### config.mk
export PLATFORM = sky130hd
export DESIGN_NAME = spi_reg_slave
export DESIGN_NICKNAME = d
export VERILOG_FILES = /design/src/rtl/spi_pkg.sv /design/src/rtl/spi_sync_edge.sv /design/src/rtl/spi_reg_slave.sv
export SDC_FILE = /design/constraint.sdc
export NUM_CORES = 1
export LEC_CHECK = 0
export BUFFER_PORTS_ARGS = -buffer_cell sky130_fd_sc_hd__buf_2
export CORE_MARGIN = 3
export CORE_UTILIZATION = 58
export DETAILED_ROUTE_END_ITERATION = 8
export PLACE_DENSITY_LB_ADDON = 0.2
export RECOVER_POWER = 25
export SLEW_MARGIN = 5
export SYNTH_ARGS = -nofsm -noshare
export SYNTH_HDL_FRONTEND = slang
export SYNTH_SLANG_ARGS = --single-unit
### constraint.sdc
create_clock -name clk -period 3 [get_ports clk]
set_clock_uncertainty 0.15 [all_clocks]
set_input_delay 0 -clock clk [delete_from_list [all_inputs] [get_ports clk]]
set_output_delay 0 -clock clk [all_outputs]
set_load 0.02 [all_outputs]
### src/rtl/spi_pkg.sv
// -----------------------------------------------------------------------------
// spi_pkg
// Shared definitions for the SPI register slave:
//   spi_state_t       - transaction FSM states (IDLE, CMD, WDATA, RDATA)
//   CMD_WRITE_BIT     - bit of the command byte that selects write (1) or read (0)
//   DEFAULT_NUM_REGS  - default size of the 8-bit register bank
// -----------------------------------------------------------------------------
package spi_pkg;

    localparam int DEFAULT_NUM_REGS = 4;
    localparam int CMD_WRITE_BIT    = 7;

    typedef enum logic [1:0] {
        IDLE  = 2'd0,
        CMD   = 2'd1,
        WDATA = 2'd2,
        RDATA = 2'd3
    } spi_state_t;

endpackage

### src/rtl/spi_sync_edge.sv
// -----------------------------------------------------------------------------
// spi_sync_edge
// Two-flop synchronizer for one asynchronous input, with optional single-clk
// rise/fall pulses derived from the synchronized value.
//   clk, reset - system clock, asynchronous active-high reset
//   d          - asynchronous input
//   q          - synchronized level (preset to RESET_VAL on reset)
//   rise, fall - one-clk pulses on synchronized edges (tied low if EDGE_EN=0)
// -----------------------------------------------------------------------------
module spi_sync_edge #(
    parameter bit RESET_VAL = 1'b0,
    parameter bit EDGE_EN   = 1'b1
) (
    input  logic clk,
    input  logic reset,
    input  logic d,
    output logic q,
    output logic rise,
    output logic fall
);

    logic meta;
    logic sync;

    always_ff @(posedge clk or posedge reset) begin
        if (reset) begin
            meta <= RESET_VAL;
            sync <= RESET_VAL;
        end else begin
            meta <= d;
            sync <= meta;
        end
    end

    assign q = sync;

    generate
        if (EDGE_EN) begin : g_edge
            logic prev;

            always_ff @(posedge clk or posedge reset) begin
                if (reset) begin
                    prev <= RESET_VAL;
                end else begin
                    prev <= sync;
                end
            end

            assign rise = sync & ~prev;
            assign fall = ~sync & prev;
        end else begin : g_no_edge
            assign rise = 1'b0;
            assign fall = 1'b0;
        end
    endgenerate

endmodule

### src/rtl/spi_reg_slave.sv
// -----------------------------------------------------------------------------
// spi_reg_slave
// SPI slave (all four CPOL/CPHA modes) giving a master byte-wise access to a
// bank of NUM_REGS 8-bit registers. SCLK/MOSI/SS are oversampled in the clk
// domain. First byte of a transaction is a command: bit 7 = 1 write, 0 read;
// low ADDR_W bits = start address. Following bytes are written to, or read
// from, consecutive addresses with wrap-around.
// Ports:
//   clk, reset  - system clock, asynchronous active-high reset
//   cpol, cpha  - SPI mode, stable while SS is low
//   SCLK, MOSI, SS - SPI master inputs (asynchronous to clk)
//   MISO        - serial read data, MSB first, 0 outside read data bytes
//   reg_out     - register bank, reg[i] at bits [8i+7:8i]
//   wr_strobe   - one-clk pulse per byte written into the bank
//   wr_addr     - address of that write
//   fsm_state   - current transaction state (debug visibility)
// -----------------------------------------------------------------------------
module spi_reg_slave
    import spi_pkg::*;
#(
    parameter int NUM_REGS = DEFAULT_NUM_REGS,
    parameter int ADDR_W   = $clog2(NUM_REGS)
) (
    input  logic                  clk,
    input  logic                  reset,
    input  logic                  cpol,
    input  logic                  cpha,
    input  logic                  SCLK,
    input  logic                  MOSI,
    input  logic                  SS,
    output logic                  MISO,
    output logic [8*NUM_REGS-1:0] reg_out,
    output logic                  wr_strobe,
    output logic [ADDR_W-1:0]     wr_addr,
    output spi_state_t            fsm_state
);

    // ---------------- input synchronization ----------------
    logic       sclk_s, sclk_rise, sclk_fall;
    logic       ss_s, ss_rise, ss_fall;
    logic       mosi_s;
    logic [1:0] mosi_edges_unused;

    spi_sync_edge #(.RESET_VAL(1'b0), .EDGE_EN(1'b1)) u_sync_sclk (
        .clk(clk), .reset(reset), .d(SCLK),
        .q(sclk_s), .rise(sclk_rise), .fall(sclk_fall)
    );

    spi_sync_edge #(.RESET_VAL(1'b1), .EDGE_EN(1'b1)) u_sync_ss (
        .clk(clk), .reset(reset), .d(SS),
        .q(ss_s), .rise(ss_rise), .fall(ss_fall)
    );

    spi_sync_edge #(.RESET_VAL(1'b0), .EDGE_EN(1'b0)) u_sync_mosi (
        .clk(clk), .reset(reset), .d(MOSI),
        .q(mosi_s), .rise(mosi_edges_unused[0]), .fall(mosi_edges_unused[1])
    );

    // ---------------- edge classification ----------------
    // Just after a leading edge SCLK sits away from its idle level (cpol);
    // just after a trailing edge it is back at idle.
    logic sclk_any, lead_edge, trail_edge;
    logic sample_edge, shift_edge;

    spi_state_t state, next_state;

    assign sclk_any    = sclk_rise | sclk_fall;
    assign lead_edge   = sclk_any &  (sclk_s ^ cpol);
    assign trail_edge  = sclk_any & ~(sclk_s ^ cpol);
    assign sample_edge = (state != IDLE) & (cpha ? trail_edge : lead_edge);
    assign shift_edge  = (state != IDLE) & (cpha ? lead_edge  : trail_edge);

    // ---------------- datapath state ----------------
    logic [7:0]        regs [NUM_REGS];
    logic [7:0]        rx_shift;
    logic [7:0]        tx_shift;
    logic [2:0]        bit_cnt;
    logic [ADDR_W-1:0] ptr;

    logic [7:0]        rx_byte;
    logic              byte_done;
    logic [ADDR_W-1:0] cmd_addr;

    assign rx_byte   = {rx_shift[6:0], mosi_s};
    assign byte_done = sample_edge && (bit_cnt == 3'd7);
    assign cmd_addr  = rx_byte[ADDR_W-1:0];

    function automatic logic [ADDR_W-1:0] ptr_next(input logic [ADDR_W-1:0] p);
        if (int'(p) == NUM_REGS - 1) return '0;
        return p + 1'b1;
    endfunction

    function automatic logic [7:0] reg_rd(input logic [ADDR_W-1:0] idx);
        if (int'(idx) < NUM_REGS) return regs[idx];
        return 8'h00;
    endfunction

    // ---------------- FSM ----------------
    always_ff @(posedge clk or posedge reset) begin
        if (reset) begin
            state <= IDLE;
        end else begin
            state <= next_state;
        end
    end

    always_comb begin
        next_state = state;
        case (state)
            IDLE: begin
                if (ss_fall) next_state = CMD;
            end
            CMD: begin
                if (byte_done) next_state = rx_byte[CMD_WRITE_BIT] ? WDATA : RDATA;
            end
            default: begin
            end
        endcase
        // A byte completing in the same clk is still handled by the datapath
        // below; the FSM then leaves the transaction.
        if (ss_rise) next_state = IDLE;
    end

    assign fsm_state = state;

    // ---------------- datapath ----------------
    always_ff @(posedge clk or posedge reset) begin
        if (reset) begin
            for (int i = 0; i < NUM_REGS; i++) regs[i] <= 8'h00;
            rx_shift  <= 8'h00;
            tx_shift  <= 8'h00;
            bit_cnt   <= 3'd0;
            ptr       <= '0;
            wr_strobe <= 1'b0;
            wr_addr   <= '0;
            MISO      <= 1'b0;
        end else begin
            wr_strobe <= 1'b0;

            if (state == IDLE) begin
                if (ss_fall) bit_cnt <= 3'd0;
            end else begin
                if (sample_edge) begin
                    rx_shift <= rx_byte;
                    bit_cnt  <= bit_cnt + 3'd1;
                end

                if (byte_done) begin
                    case (state)
                        CMD: begin
                            if (rx_byte[CMD_WRITE_BIT]) begin
                                ptr <= cmd_addr;
                            end else begin
                                tx_shift <= reg_rd(cmd_addr);
                                ptr      <= ptr_next(cmd_addr);
                            end
                        end
                        WDATA: begin
                            if (int'(ptr) < NUM_REGS) regs[ptr] <= rx_byte;
                            wr_strobe <= 1'b1;
                            wr_addr   <= ptr;
                            ptr       <= ptr_next(ptr);
                        end
                        RDATA: begin
                            tx_shift <= reg_rd(ptr);
                            ptr      <= ptr_next(ptr);
                        end
                        default: begin
                        end
                    endcase
                end else if (shift_edge && (state == RDATA) && (bit_cnt != 3'd0)) begin
                    // A shift edge seen with bit_cnt==0 is either the one that
                    // closes a byte (cpha=0) or the first edge of a byte
                    // (cpha=1); in both cases the freshly loaded MSB must stay.
                    tx_shift <= {tx_shift[6:0], 1'b0};
                end
            end

            MISO <= ((state == RDATA) && !ss_s) ? tx_shift[7] : 1'b0;
        end
    end

    generate
        for (genvar i = 0; i < NUM_REGS; i++) begin : g_reg_out
            assign reg_out[8*i +: 8] = regs[i];
        end
    endgenerate

endmodule

==> results of run 1 <==
==> metrics by stage <==
| stage | total power [mW] | hold slack (ns) |
|---|---|---|
| 2_1_floorplan | 1.506 | -0.1455 |
| 3_3_place_gp | 1.600 | -0.05286 |
| 3_5_place_dp | 1.621 | -0.04959 |
| 4_1_cts | 2.355 | 0.1360 |
| 5_1_grt | 2.457 | 0.1722 |
| 6_report | 2.332 | 0.1614 |
==> flip-flops by register name (all words and copies together), names as in the netlist, 2 cells and up <==
| signal | count |
|---|---|
| rx_shift | 7 |
| bit_cnt | 3 |
| tx_shift | 8 |
| fsm_state | 2 |
| ptr | 2 |
| wr_addr | 2 |
| reg_out | 32 |
==> path summary, 6_finish.rpt <==
| check | startpoint | to | slack [ns] | depth (start not counted) |
|---|---|---|---|---|
| worst min-delay path | cpha | tx_shift[0] | 0.16 | 5 |
| worst min register to register | u_sync_mosi.meta | u_sync_mosi.q | 0.20 | 0 |
| worst max register to register | bit_cnt[1] | tx_shift[7] | 0.61 | 7 |
| min in group asynchronous | reset | reg_out[0] | 0.60 | 4 |
| max in group asynchronous | reset | reg_out[25] | 1.15 | 4 |
| worst max-delay path | bit_cnt[1] | tx_shift[7] | 0.61 | 7 |
==> power by group through the flow <==
stage                     clock network [mW]  registers [mW]  logic (mW)
after detailed placement                   0            1.23       0.388
after CTS                              0.745            1.22       0.395
after global placement                     0            1.23       0.374
after floorplan                            0            1.10       0.408
final                                  0.732            1.21       0.388
after global routing                   0.791            1.24       0.430
==> cell families (layout without fill, tap and decap cells) <==
kind of cell / count (synthesis) / after routing / synth area share [%]
and+or+nand+nor: 31 / 31 / 6.421
adders and majority gates: 10 / 10 / 3.587
buffers and inverters: 25 / 76 / 3.909
AOI/OAI and AO/OA: 25 / 25 / 4.627
muxes: 77 / 77 / 33.54
xor gates and xnor gates: 1 / 1 / 0.4664
DFF: 66 / 66 / 47.45
==> critical path: cells and delay by family (launching register included) <==
kind	cells	cell delay [ns]
adder cells (fa/ha/maj)	2	0.47
multiplexers	2	0.53
AND/OR/NAND/NOR	1	0.10
flip-flops	1	0.38
AO/OA/AOI/OAI	2	0.64
==> cells in the mapped netlist, types with 2 or more instances <==
library cell  number  area share (%)
nor2_1             4            0.43
mux2_2            12             3.9
clkbuf_1           4            0.43
a31oi_1            5            0.90
a21oi_2            3            0.75
mux2_4            34              15
dfrtp_1           63              45
inv_1             11             1.2
mux2i_1           13             3.7
ha_1              10             3.6
dfstp_2            3             2.3
mux4_2            16              10
a21oi_1            6            0.86
nand2_8            4             2.3
o21ai_0            7             1.0
buf_2              6            0.86
nand2_1           12             1.3
nand2b_1           2            0.36
==> metal layers <==
layer / wire length (um) / up-vias / global-route usage [%]
li1: - / 952 / -
met2: 3330 / 45 / 33.75
met4: 114 / 0 / 9.211
met3: 250 / 8 / 3.554
met1: 3090 / 1030 / 28.60
met5: 0 / - / 0
==> area by class of cell <==
cell class              count  area (um2)
clock inverters             3       40.04
fillers                   413        1738
inverters                  11       41.29
clock buffers              13       148.9
repair buffers             49       265.3
well taps                  72       90.09
multi-input cells         144        1697
flip-flops and latches     66        1655
==> impl_metrics.tcl, run 1 <==
set metrics [dict create \
    p_int_mw 1.616 \
    drt_iter0_drc 96 \
    status "complete, but fails checks" \
    io-pin-count 45 \
    syn-instance-count 235 \
    cp.arrival_ns 2.45 \
    track_usage_pct 21.10 \
    wire_per_inst_um 18.96 \
    cts_root_buf "clkbuf_8" \
    place_area_um2 3724 \
    clock_path_buffers 2 \
    tightest_slew_ns 1.586 \
    antenna_found_initial 0 \
    fmax_mhz 418.2 \
    final_common_cell "dfrtp_1" \
    portBuffers 44 \
    post-route-util_pct 69.38 \
    antenna_cells 0 \
    p_switching_mw 0.7157 \
    synthArstFlopShare_pct 100.0 \
    yosysUniqueCellTypes 38 \
    rows 27 \
    p_per_area_nw_per_um2 592.2 \
    grt_max_degree 67 \
    setup_viol 0 \
    final_cells 358 \
    overflow 0 \
    synth_fp_nets 252 \
    maxCapViolations 1 \
    pwr-share-comb_pct 16.6 \
    grt_pass1_vias 2056 \
    required_ns 3.06 \
    seq_power_share_pct 52.0 \
    crit_type "reg -> reg" \
    critPathMaxStageDelay_ns 0.42 \
    worstPathMaxFanout 9 \
    crit_slowest_cell "o22ai_2" \
    die-area_um2 6981 \
    design_area_um2 3938 \
    post_cts_resized 0 \
    hp-class "in -> reg" \
    cts_max_level 3 \
    cts-buffers-inserted 9 \
    pre_cts_ws_ns 0.6516 \
    setup-tns-final_ns 0 \
    yosys_warnings 0 \
    synth_seq_cells 66 \
    clk_latency_ns 0.33 \
    hold_violations 0 \
    dp_hpwl_mm 4.519 \
    path_clk_slew_ns 0.07 \
    swShare_pct 30.69 \
    relSlewSlack_pct -5.726 \
    cts_tree "done" \
    crit_path_end_kind "flip-flop" \
    violations "capacitance limit, slew limit" \
    netlist_area_um2 3488 \
    cts_sinks 66 \
    drive_above_1_share_pct 48.60 \
    crit_path_frequent_cell "ha_1" \
    start_util_pct 61.46 \
    vdd_drop_max_mv 0.4518 \
    antenna_left 0 \
    finalCritPeriodShare_pct 79.71 \
    via_count 2035 \
    drt_pass1_iterations 4 \
    synth_ff_type "dfrtp_1" \
    die_h_um 83.55 \
    p_clk_share_pct 31.4 \
    ys_seq_area_share_pct 47.45 \
    core-area_um2 5675 \
    fin_crit_ns 2.391 \
    area.growth.synth_to_final_pct 12.88 \
    cp-start-kind "flip-flop" \
    synth_edf_count 0 \
    syn_avg_cell_area_um2 14.84 \
    die_w_um 83.55 \
    post-route-drc-count 0 \
    cts.hold.buffers_added 4 \
    nets 298 \
    dp.cells 338 \
    gp_congestion 0.7805 \
    grt_pass1_wl_mm 11.21 \
    leakagePower_nw 2.020 \
    slew_violations 67 \
    final_cell_mix "dfrtp_1, buf_2, mux2_4" \
    fin_ws_ns 0.6087 \
    grt_setup_unrepaired "false" \
    crit_path_cell_trace "ha_1 > ha_1 > nand2_1 > a21oi_1 > mux2i_1 > o22ai_2 > mux2_2" \
    routed_wl_mm 6.786 \
    vias_per_cell 5.684 \
    cts_setup_buffers 0 \
]
Power figures use the tool's default switching activity.
==> run 2: changes to the inputs <==
==> constraint.sdc (replaced) <==
create_clock -name clk -period 2.4 [get_ports clk]
set_clock_uncertainty 0.15 [all_clocks]
set_input_delay 0 -clock clk [delete_from_list [all_inputs] [get_ports clk]]
set_output_delay 0 -clock clk [all_outputs]
set_load 0.02 [all_outputs]
==> run 2 against run 1 <==
The flow still finishes with violations (capacitance limit, slew limit); setup slack worse by 0.36 ns; combinational power is 36% higher; global-route usage is 1.2 points higher; via count is 1.1% higher; critical path depth is 1 higher.
==> impl_metrics.tcl, run 2 (synthesized netlist as in run 1, its figures left out) <==
set metrics [dict create \
    status "complete, but fails checks" \
    violations "capacitance limit, slew limit" \
    vias_per_cell 5.608 \
    p_per_area_nw_per_um2 729.4 \
    cp.arrival_ns 2.23 \
    crit_type "reg -> reg" \
    relSlewSlack_pct -7.900 \
    io-pin-count 45 \
    multi_input_area_um2 1697 \
    worstPathMaxFanout 8 \
    area.growth.synth_to_final_pct 14.42 \
    cts_max_level 3 \
    start_util_pct 61.46 \
    final_common_cell "dfrtp_1" \
    wire_per_inst_um 19.10 \
    top_layer "met4" \
    cts.hold.buffers_added 4 \
    nets 307 \
    grt_setup_unrepaired "false" \
    largest_reg_flops 32 \
    grt_pass1_vias 2228 \
    drt_iter0_drc 151 \
    seqCellArea_um2 1655 \
    gp_congestion 0.7293 \
    die-area_um2 6981 \
    track_usage_pct 22.33 \
    grt_max_degree 37 \
    crit_path_end_kind "flip-flop" \
    clock_path_buffers 2 \
    dp_hpwl_mm 4.617 \
    antenna_found_initial 0 \
    via_count 2058 \
    final_cell_mix "dfrtp_1, buf_2, mux2_4" \
    core-area_um2 5675 \
    antenna_cells 0 \
    fin_crit_ns 2.147 \
    post-route-util_pct 70.33 \
    routed_wl_mm 7.010 \
    path_clk_slew_ns 0.07 \
    cts_sinks 66 \
    clk_latency_ns 0.34 \
    cts_setup_buffers 0 \
    tightest_slew_ns 1.619 \
    fmax_mhz 465.7 \
    die_h_um 83.55 \
    setup-tns-final_ns 0 \
    finalCritPeriodShare_pct 89.47 \
    die_w_um 83.55 \
    m1WireLength_mm 3.200 \
    cts-buffers-inserted 9 \
    hp-class "in -> reg" \
    post-route-drc-count 0 \
    overflow 0 \
    maxCapViolations 1 \
    rows 27 \
    drt_pass1_iterations 6 \
    vdd_drop_max_mv 0.5100 \
    cp-start-kind "flip-flop" \
    wl_met2_mm 3.461 \
    wl_met3_um 255 \
    drive_above_1_share_pct 49.15 \
    antenna_left 0 \
    final.fill_count 403 \
    required_ns 2.48 \
    portBuffers 44 \
    cts_tree "done" \
    leakagePower_nw 2.058 \
    grt_pass1_wl_mm 11.99 \
    slew_violations 31 \
    setup_viol 0 \
    hold_violations 0 \
    cts_root_buf "clkbuf_8" \
    post_cts_resized 0 \
]
[run 2: critical path, stage by stage, from the launching register on]
cell and delay [ns]:
dfrtp_1 0.39, ha_1 0.17, ha_1 0.16, nand2_1 0.06
a21oi_1 0.26, mux2i_1 0.14, o22ai_2 0.15, buf_4 0.21
mux2_2 0.35
[run 2: final timing paths]
kind,to,start,slack [ns],cells past startpoint
max,tx_shift[6],bit_cnt[1],0.25,8
max in group asynchronous,bit_cnt[0],reset,0.53,4
min in group asynchronous,reg_out[17],reset,0.34,4
max reg2reg,tx_shift[6],bit_cnt[1],0.25,8
min,u_sync_mosi.meta,MOSI,0.15,2
min reg2reg,u_sync_sclk.q,u_sync_sclk.meta,0.20,0
[run 2: area by class of cell]
class,instances,area share [%]
clock buffer,13,3.480
clock inverter,3,1.003
inverter,11,1.034
multi-input combinational,144,42.51
sequential,66,41.47
tap,72,2.257
timing repair buffer,58,8.245
[run 2: routing by layer]
metal / track usage (%) / vias up
li1: - / 958
met1: 30.43 / 1046
met2: 35.64 / 46
met3: 3.949 / 8
met4: 9.211 / 0
met5: 0 / -
[run 2: stage by stage]
step	setup WS (ns)	power (mW)	instance area [um2]	hold WS, ns	cells
after floorplan	0.2287	1.882	3488	-0.1455	235
after global placement	0.2817	2.012	3779	-0.04958	347
after detailed placement	0.2522	2.035	3779	-0.04386	347
after CTS	0.2409	2.937	3998	0.1248	367
after global routing	0.1235	3.076	3991	0.1496	367
final	0.2527	2.911	3991	0.1458	367
[run 2: report_power, final]
part / leakage [nW] / switching [mW] / internal (mW)
Clock: 0.0914 / 0.417 / 0.478
Sequential: 0.865 / 0.238 / 1.25
Combinational: 1.10 / 0.250 / 0.279
==> run 3: changes to the inputs <==
--- a/config.mk
+++ b/config.mk
@@ -9,7 +9,7 @@
 export CORE_MARGIN = 3
 export CORE_UTILIZATION = 58
 export DETAILED_ROUTE_END_ITERATION = 8
-export PLACE_DENSITY_LB_ADDON = 0.2
+export PLACE_DENSITY = 0.8
 export RECOVER_POWER = 25
 export SLEW_MARGIN = 5
 export SYNTH_ARGS = -nofsm -noshare
==> run 3 against run 2 <==
Final cell count shrank 0.54%; largest cell class unchanged; clock-buffer cell count is 1 lower; first-iteration DRC count shrank 37%; clock power is 0.7% higher; the flow now finishes without violations; critical path type unchanged; wire length up 0.21%; critical path depth is 4 lower; global-route usage shrank 0.092 points.
==> impl_metrics.tcl, run 3 (synthesized netlist as in run 1, its figures left out) <==
set metrics [dict create \
    status "complete, no violations" \
    crit_path_end_kind "flip-flop" \
    hp-class "in -> reg" \
    die_w_um 83.55 \
    via_count 2117 \
    place_area_um2 3784 \
    finalCritPeriodShare_pct 91.26 \
    cts_root_buf "clkbuf_8" \
    design_area_um2 4003 \
    die_h_um 83.55 \
    drt_iter0_drc 95 \
    final.fill_count 406 \
    cts-buffers-inserted 9 \
    relSlewSlack_pct 21.20 \
    grt_pass1_wl_mm 11.86 \
    grt_max_degree 38 \
    setup_viol 0 \
    r2r-end "tx_shift[4]" \
    dp_hpwl_mm 4.644 \
    rows 27 \
    required_ns 2.47 \
    portBuffers 44 \
    drt_pass1_iterations 4 \
    pre_cts_ws_ns 0.1890 \
    dp.cells 346 \
    leakagePower_nw 2.045 \
    cp-start-kind "flip-flop" \
    gp_congestion 0.7667 \
    cts_max_level 3 \
    tightest_slew_ns 1.181 \
    fin_crit_ns 2.190 \
    cts_sinks 66 \
    fmax_mhz 456.6 \
    fin_hold_ws_ns 0.1414 \
    vdd_drop_max_mv 0.4890 \
    cts_tree "done" \
    wire_per_inst_um 19.25 \
    vias_per_cell 5.800 \
    antenna_cells 0 \
    drive_above_1_share_pct 48.12 \
    worstPathMaxFanout 13 \
    core-area_um2 5675 \
    setup-tns-final_ns 0 \
    area.growth.synth_to_final_pct 14.74 \
    final_cells 365 \
    maxCapViolations 0 \
    min_to "u_sync_ss.meta" \
    post-route-drc-count 0 \
    nets 306 \
    io-pin-count 45 \
    grt_setup_unrepaired "false" \
    grt_pass1_vias 2209 \
    track_usage_pct 22.24 \
    largest_reg_flops 32 \
    r2r.worst_path.cells 4 \
    post-route-util_pct 70.52 \
    final_cell_mix "dfrtp_1, buf_2, mux2_4" \
    hold_path_depth 2 \
    routed_wl_mm 7.025 \
    rr_startpoint "ptr[0]" \
    slew_violations 0 \
    path_clk_slew_ns 0.07 \
    final_common_cell "dfrtp_1" \
    crit_type "reg -> reg" \
    start_util_pct 61.46 \
    min_from "SS" \
    antenna_found_initial 0 \
    die-area_um2 6981 \
    hold_violations 0 \
    cp.arrival_ns 2.26 \
    p_per_area_nw_per_um2 733.4 \
    cts_setup_buffers 0 \
    overflow 0 \
    fin_ws_ns 0.2098 \
    power_mw 2.936 \
    clock_path_buffers 2 \
    antenna_left 0 \
    clk_latency_ns 0.34 \
    reg2reg_slack_ns 0.21 \
]
-- run 3: layer usage --
layer	part of all wire (%)	track usage (%)
met4	2.3	9.942
met1	44	29.83
met5	0	0
met2	49	35.35
met3	4.3	4.344
-- run 3: how the worst max path moves through the flow --
| stage | from | end | depth (start not counted) |
|---|---|---|---|
| after global routing | ptr[0] | tx_shift[6] | 4 |
| after CTS | ptr[0] | tx_shift[4] | 4 |
| after floorplan | bit_cnt[0] | tx_shift[2] | 8 |
| final | ptr[0] | tx_shift[4] | 4 |
| after detailed placement | ptr[0] | tx_shift[4] | 4 |
| after global placement | ptr[0] | tx_shift[3] | 4 |
-- run 3: what timing repair did --
| item | CTS | global route |
|---|---|---|
| hold buffers | 4 | 0 |
| hold endpoints to repair | 32 | 0 |
| resized for setup | 0 | 0 |
-- run 3: layout make-up --
| cell class | count | area, um2 | area share, % |
|---|---|---|---|
| inverters | 11 | 41.29 | 1.032 |
| flip-flops and latches | 66 | 1655 | 41.36 |
| clock buffers | 12 | 145.1 | 3.626 |
| well taps | 72 | 90.09 | 2.251 |
| multi-input cells | 144 | 1697 | 42.39 |
| clock inverters | 3 | 40.04 | 1.000 |
| repair buffers | 57 | 334.1 | 8.346 |
-- run 3: critical path, stage by stage (launching register included) --
cell and delay (ns):
dfrtp_1 0.82, mux4_2 0.58, mux2i_1 0.17, a21oi_2 0.08, mux2_2 0.27
-- run 3: report_power, final --
group / switching (mW) / internal (mW) / total (mW)
combinational: 0.255 / 0.282 / 0.537
clock: 0.403 / 0.500 / 0.902
sequential: 0.247 / 1.25 / 1.50
total: 0.905 / 2.03 / 2.94
